[config.mk]
export PLATFORM = sky130hd
export DESIGN_NAME = finder_run_scanner
export DESIGN_NICKNAME = d
export VERILOG_FILES = /design/src/rtl/qr_pkg.sv /design/src/rtl/finder_ratio_check.sv /design/src/rtl/finder_run_scanner.sv
export SDC_FILE = /design/constraint.sdc
export NUM_CORES = 2
export LEC_CHECK = 0
export BUFFER_PORTS_ARGS = -buffer_cell sky130_fd_sc_hd__buf_2
export CAP_MARGIN = 20
export CORE_ASPECT_RATIO = 1.2
export CORE_MARGIN = 2
export CORE_UTILIZATION = 50
export CTS_CLUSTER_SIZE = 12
export DETAILED_ROUTE_END_ITERATION = 8
export HOLD_SLACK_MARGIN = 0.12
export PLACE_DENSITY_LB_ADDON = 0.3
export SYNTH_ARGS = -nofsm -noshare
export SYNTH_HDL_FRONTEND = slang
export SYNTH_SLANG_ARGS = --single-unit
[constraint.sdc]
create_clock -name clk_in -period 19.45 [get_ports clk_in]
set_input_delay 0.9725 -clock clk_in [delete_from_list [all_inputs] [get_ports clk_in]]
set_output_delay 0.9725 -clock clk_in [all_outputs]
set_load 0.01 [all_outputs]
[src/rtl/qr_pkg.sv]
// Shared constants and types for the QR finder-pattern scan path.
package qr_pkg;

  localparam int LINE_WIDTH = 480;
  localparam int IDX_BITS   = $clog2(LINE_WIDTH);
  localparam int ARITH_BITS = 13;
  localparam int RUNS       = 5;

  localparam logic PIX_DARK = 1'b0;

  localparam int RATIO_SIDE_LO = 1;
  localparam int RATIO_SIDE_HI = 3;
  localparam int RATIO_CTR_LO  = 5;
  localparam int RATIO_CTR_HI  = 7;
  localparam int RATIO_SCALE   = 14;

  typedef enum logic [1:0] {
    ST_IDLE  = 2'd0,
    ST_SCAN  = 2'd1,
    ST_FLUSH = 2'd2,
    ST_DONE  = 2'd3
  } scan_state_t;

endpackage

[src/rtl/finder_ratio_check.sv]
// Combinational 1:1:3:1:1 test on five run lengths (index 0 = oldest run).
module finder_ratio_check
  import qr_pkg::*;
(
  input  logic [RUNS-1:0][IDX_BITS-1:0] run_len,
  output logic                          pass,
  output logic [ARITH_BITS-1:0]         total
);

  localparam logic [ARITH_BITS-1:0] K_SCALE   = ARITH_BITS'(RATIO_SCALE);
  localparam logic [ARITH_BITS-1:0] K_SIDE_LO = ARITH_BITS'(RATIO_SIDE_LO);
  localparam logic [ARITH_BITS-1:0] K_SIDE_HI = ARITH_BITS'(RATIO_SIDE_HI);
  localparam logic [ARITH_BITS-1:0] K_CTR_LO  = ARITH_BITS'(RATIO_CTR_LO);
  localparam logic [ARITH_BITS-1:0] K_CTR_HI  = ARITH_BITS'(RATIO_CTR_HI);

  // Each run r is compared as 14*r against k*T, so no divider is needed.
  always_comb begin
    logic [ARITH_BITS-1:0] scaled;
    total  = '0;
    pass   = 1'b1;
    scaled = '0;
    for (int i = 0; i < RUNS; i++) begin
      total = total + ARITH_BITS'(run_len[i]);
    end
    for (int i = 0; i < RUNS; i++) begin
      scaled = ARITH_BITS'(run_len[i]) * K_SCALE;
      if (i == 2) begin
        if (scaled < K_CTR_LO * total || scaled > K_CTR_HI * total) pass = 1'b0;
      end else begin
        if (scaled < K_SIDE_LO * total || scaled > K_SIDE_HI * total) pass = 1'b0;
      end
    end
  end

endmodule

[src/rtl/finder_run_scanner.sv]
// Walks one cleaned scan line a pixel per clock, tracks run lengths and
// reports every dark/light/dark/light/dark crossing in 1:1:3:1:1 ratio.
module finder_run_scanner
  import qr_pkg::*;
#(
  parameter int WIDTH    = LINE_WIDTH,
  parameter int CNT_BITS = 8
) (
  input  logic                clk_in,
  input  logic                rst_in,
  input  logic [WIDTH-1:0]    pattern_in,
  input  logic                start_in,
  output logic                busy_out,
  output logic                hit_valid,
  output logic [IDX_BITS-1:0] hit_center,
  output logic [IDX_BITS-1:0] hit_width,
  output logic [CNT_BITS-1:0] hit_count,
  output logic                done_out,
  output scan_state_t         state_dbg
);

  localparam logic [2:0]          RUN_CNT_MAX = 3'd5;
  localparam logic [IDX_BITS-1:0] LAST_IDX    = IDX_BITS'(WIDTH - 1);
  localparam logic [IDX_BITS-1:0] ONE         = IDX_BITS'(1);

  scan_state_t           state;
  logic [WIDTH-1:0]      line_q;
  logic [IDX_BITS-1:0]   idx;
  logic                  cur_colour;
  logic [IDX_BITS-1:0]   cur_start;
  logic [IDX_BITS-1:0]   cur_len;
  logic [IDX_BITS-1:0]   hist_len   [RUNS];
  logic [IDX_BITS-1:0]   hist_start [RUNS];
  logic [2:0]            run_cnt;

  logic                          pix;
  logic                          closing;
  logic                          hit_fire;
  logic                          ratio_pass;
  logic [ARITH_BITS-1:0]         ratio_total;
  logic [RUNS-1:0][IDX_BITS-1:0] win_len;
  logic [IDX_BITS-1:0]           win_center;

  assign state_dbg = state;
  assign pix       = line_q[idx];

  // The run being closed is the newest of the five; hist[1..4] are the older four.
  always_comb begin
    for (int i = 0; i < RUNS - 1; i++) win_len[i] = hist_len[i+1];
    win_len[RUNS-1] = cur_len;
    win_center = hist_start[3] + (hist_len[3] >> 1);
    closing    = (state == ST_FLUSH) ||
                 (state == ST_SCAN && idx != '0 && pix != cur_colour);
    hit_fire   = closing && (cur_colour == PIX_DARK) &&
                 (run_cnt >= 3'd4) && ratio_pass;
  end

  finder_ratio_check u_ratio (
    .run_len (win_len),
    .pass    (ratio_pass),
    .total   (ratio_total)
  );

  // start_in is a single-cycle pulse honoured only in IDLE; hits have no
  // back-pressure, so hit_valid is a one-cycle strobe the consumer must take.
  always_ff @(posedge clk_in or negedge rst_in) begin
    if (!rst_in) begin
      state      <= ST_IDLE;
      line_q     <= '0;
      idx        <= '0;
      cur_colour <= 1'b0;
      cur_start  <= '0;
      cur_len    <= '0;
      run_cnt    <= '0;
      for (int i = 0; i < RUNS; i++) begin
        hist_len[i]   <= '0;
        hist_start[i] <= '0;
      end
      busy_out   <= 1'b0;
      hit_valid  <= 1'b0;
      hit_center <= '0;
      hit_width  <= '0;
      hit_count  <= '0;
      done_out   <= 1'b0;
    end else begin
      hit_valid <= 1'b0;
      done_out  <= 1'b0;

      if (hit_fire) begin
        hit_valid  <= 1'b1;
        hit_center <= win_center;
        hit_width  <= ratio_total[IDX_BITS-1:0];
        if (hit_count != {CNT_BITS{1'b1}}) hit_count <= hit_count + 1'b1;
      end

      if (closing) begin
        for (int i = 0; i < RUNS - 1; i++) begin
          hist_len[i]   <= hist_len[i+1];
          hist_start[i] <= hist_start[i+1];
        end
        hist_len[RUNS-1]   <= cur_len;
        hist_start[RUNS-1] <= cur_start;
        if (run_cnt != RUN_CNT_MAX) run_cnt <= run_cnt + 3'd1;
      end

      case (state)
        ST_IDLE: begin
          if (start_in) begin
            line_q     <= pattern_in;
            idx        <= '0;
            cur_colour <= 1'b0;
            cur_start  <= '0;
            cur_len    <= '0;
            run_cnt    <= '0;
            for (int i = 0; i < RUNS; i++) begin
              hist_len[i]   <= '0;
              hist_start[i] <= '0;
            end
            hit_count  <= '0;
            busy_out   <= 1'b1;
            state      <= ST_SCAN;
          end
        end
        ST_SCAN: begin
          if (idx == '0 || pix != cur_colour) begin
            cur_colour <= pix;
            cur_start  <= idx;
            cur_len    <= ONE;
          end else begin
            cur_len <= cur_len + ONE;
          end
          if (idx == LAST_IDX) state <= ST_FLUSH;
          else                 idx   <= idx + ONE;
        end
        ST_FLUSH: begin
          busy_out <= 1'b0;
          done_out <= 1'b1;
          state    <= ST_DONE;
        end
        default: begin
          state <= ST_IDLE;
        end
      endcase
    end
  end

endmodule

==> impl_metrics.csv <==
group,metric,value,unit
critical_path,crit_type,"reg2reg",
sta,slew_headroom,0.193,
placement,hpwl,82900,µm
floorplan,die_y,296,µm
critical_path,cp.arrival,10210,ps
global_route,met2_usage,0.515,
layout,nFillCells,6242,
critical_path,r2r-end,"hit_center[7]",
clock_tree,cts_tree,"done",
yosys,syn_inst,3809,
sta,hold_viol,0,
clock_tree,cts.path.max_buffers,3,
global_route,grt-ovfl-total,0,
global_route,grt_max_degree,256,
yosys,synth_area_per_cell,9.33,µm²
yosys,synth.mux.area_fraction,0.101,
global_route,grtUsageTotal,0.306,
sta,finalSetupViolCount,0,
floorplan,num_rows,107,
clock_tree,cts_buffers,67,
sta,hold_ws,372,ps
yosys,synth-xor-area-share,0.0224,
route,first_iter_violations,2075,
critical_path,crit_path_end,"hit_center[7]",
layout,area_growth,15.0,%
clock_tree,cts.clk_slew.worst_paths,60,ps
clock_tree,post_cts_buffers,0,
yosys,yosysUniqueCellTypes,80,
yosys,synth_nets,4610,
pwr,ir_worst_vdd,0.0590,mV
yosys,synthAdderAreaFrac,0.129,
clock_tree,cts-root-buf,"clkbuf_16",
clock_tree,htree_levels,3,
floorplan,start_util,0.503,
global_route,met3_usage,0.0554,
placement,port_buffers,513,
route,ant_nets,0,
pwr,p_leak,21.9,nW
route,viasPerCell,5.55,
yosys,ys_ff_latch,596,
placement,dpl_worst_slack,9830,ps
floorplan,dieWidth,247,µm
placement,gp_congestion,0.971,
sta,drv_slew,0,
layout,drive_gt1_frac,0.175,
route,wl,111000,µm
sta,worst_slack,9740,ps
global_route,use_met1,0.388,
yosys,synth-edff-count,0,
clock_tree,cts_sinks,596,
sta,rsz0062_at_grt,"no",
clock_tree,clock_latency,620,ps
layout,nets,5038,
floorplan,ios,514,
route,post_drt_wl_per_cell,21.2,µm
critical_path,reg2reg_slack,9740,ps
critical_path,crit_path_max_incr_delay,630,ps
yosys,synth-simple-area-share,0.208,
global_route,grt_pass1_vias,29160,
yosys,ys_async_sr_fraction,1.00,
layout,final_cell_area,40900,µm²
global_route,antenna_found_initial,50,
global_route,grt_pass1_wl,170000,µm
critical_path,cp_max_fo,18,
sta,setup_tns,0,ps
run,drv_cap,0,
critical_path,crit_path_start_kind,"flop",
sta,finalCritPeriodShare,0.499,
critical_path,required,19950,ps
route,drc,0,
route,num_vias,29093,
sta,tightest_slew,1210,ps
sta,min_period,9710,ps
critical_path,worstSetupStartpoint,"hist_len[18]",
sta,max_freq,0.103,GHz
yosys,yosys_warnings,0,
critical_path,timing.rr.start,"hist_len[18]",
yosys,ys.flop_type,"dfrtp_1",
yosys,synth_compound_area_frac,0.0796,
hold_path,hold_class,"in2async",
floorplan,die_area,73300,µm²
yosys,syn_area,35600,µm²
route,dr.pass1.iters,5,
yosys,synth_top_family_by_area,"simple AND/OR/NAND/NOR gates",
critical_path,slowest_stage,"xor2_1",
critical_path,rr_worst_depth,37,
yosys,yosysSeqAreaShare,0.420,
sta,finalClockSkew,26.3,ps
status,outcome,"completed",
pwr,power.density,63.7,nW/µm²
clock_tree,cts_resized,0,
clock_tree,cts_hold_buffers,0,
critical_path,cp-end-kind,"flop",
global_route,busiest_layer,"met2",
floorplan,core_area,70700,µm²
placement,dpl_cell_area,38600,µm²
[metal layers]
metal  routed length (µm)  part of all wire
met4                 4540             0.041
met2                56100              0.51
met1                43800              0.39
met3                 6400             0.058
met5                  178            0.0016
[cells in the mapped netlist (9+ instances only)]
library cell	n	area [µm²]
nor2b_1	28	175
nor2_1	136	510
buf_6	12	135
xor2_1	34	298
dfrtp_1	596	14900
mux4_1	26	683
xnor2_1	55	482
a31oi_1	13	81.3
o21a_1	16	120
fa_1	77	1540
o21bai_1	16	120
ha_1	241	3020
o21ai_0	87	435
a22o_1	12	105
o31ai_1	9	67.6
mux4_2	81	1820
a22oi_1	42	315
a21o_1	47	353
o21ai_1	18	90.1
and2_1	9	56.3
buf_1	14	52.6
nor3_1	23	115
nand2b_1	20	125
buf_2	18	90.1
nand4_1	25	156
and3_1	19	119
nand3_1	32	160
nand2_1	1515	5690
a21oi_1	97	485
a211oi_1	15	113
clkbuf_1	117	439
buf_4	17	128
mux2i_1	95	951
inv_1	130	488
[report_power, final]
group	total, W	internal (W)	leakage [nW]	switching, W
sequential	0.00124	0.00124	7.96	0
clock	0.00128	0.000745	1.06	0.000536
combinational	0.0000854	0.0000362	12.9	0.0000492
[how the worst min path moves through the flow]
stage | cells past startpoint | endpoint | from
6_report | 1 | line_q[436] | rst_in
5_1_grt | 1 | line_q[436] | rst_in
4_1_cts | 1 | line_q[436] | rst_in
3_5_place_dp | 2 | line_q[329] | line_q[329]
3_3_place_gp | 2 | line_q[342] | line_q[342]
2_1_floorplan | 2 | line_q[105] | line_q[105]
[cell families (layout without fill, tap and decap cells)]
group                    after synthesis  in the layout
AO/OA/AOI/OAI                        433            433
AND/OR/NAND/NOR                     1841           1841
XOR/XNOR                              90             90
flip-flops                           596            596
adder cells (fa/ha/maj)              320            320
multiplexers                         213            213
other                                  0             38
buffers and inverters                316            789
[final cells by class]
cell class                 count  area [µm²]  area share
antenna                       38        95.1     0.00233
clock buffer                  95        1870      0.0458
clock inverter                19         310     0.00759
inverter                     131         492      0.0120
multi-input combinational   2897       19200       0.470
sequential                   596       14900       0.365
tap                          926        1160      0.0283
timing repair buffer         544        2840      0.0693
[stage by stage]
stage,util,total power [W],cells
finish,0.579,0.00261,5246
global route,0.578,0.00269,5240
CTS,0.577,0.00263,5208
detailed placement,0.546,0.00135,5094
global placement,0.546,0.00135,5094
floorplan,-,0.00126,3809
[critical path: cells and delay by family, from the launching register on]
kind | cells | cell delay (ps)
AOI/OAI and AO/OA | 11 | 1870
xor gates and xnor gates | 3 | 940
adders and majority gates | 8 | 3110
buffers and inverters | 4 | 550
DFF | 1 | 510
muxes | 1 | 400
and+or+nand+nor | 10 | 2160
[registers in the layout, summed over array words and instances, names as in the netlist, 9 cells and up]
name        count
cur_len         9
cur_start       9
hist_len       36
hist_start     18
hit_center      9
hit_width       9
idx             9
line_q        480
[cell usage in the layout, fill, tap and decap left out, types with 81 or more instances in the layout]
cell type  count
ha_1         241
nand2_1     1514
inv_1        130
mux4_2        81
mux2i_1       95
a21oi_1       97
dfrtp_1      593
buf_2        512
nor2_1       135
o21ai_0       87
(Power assumes the default switching activity.)
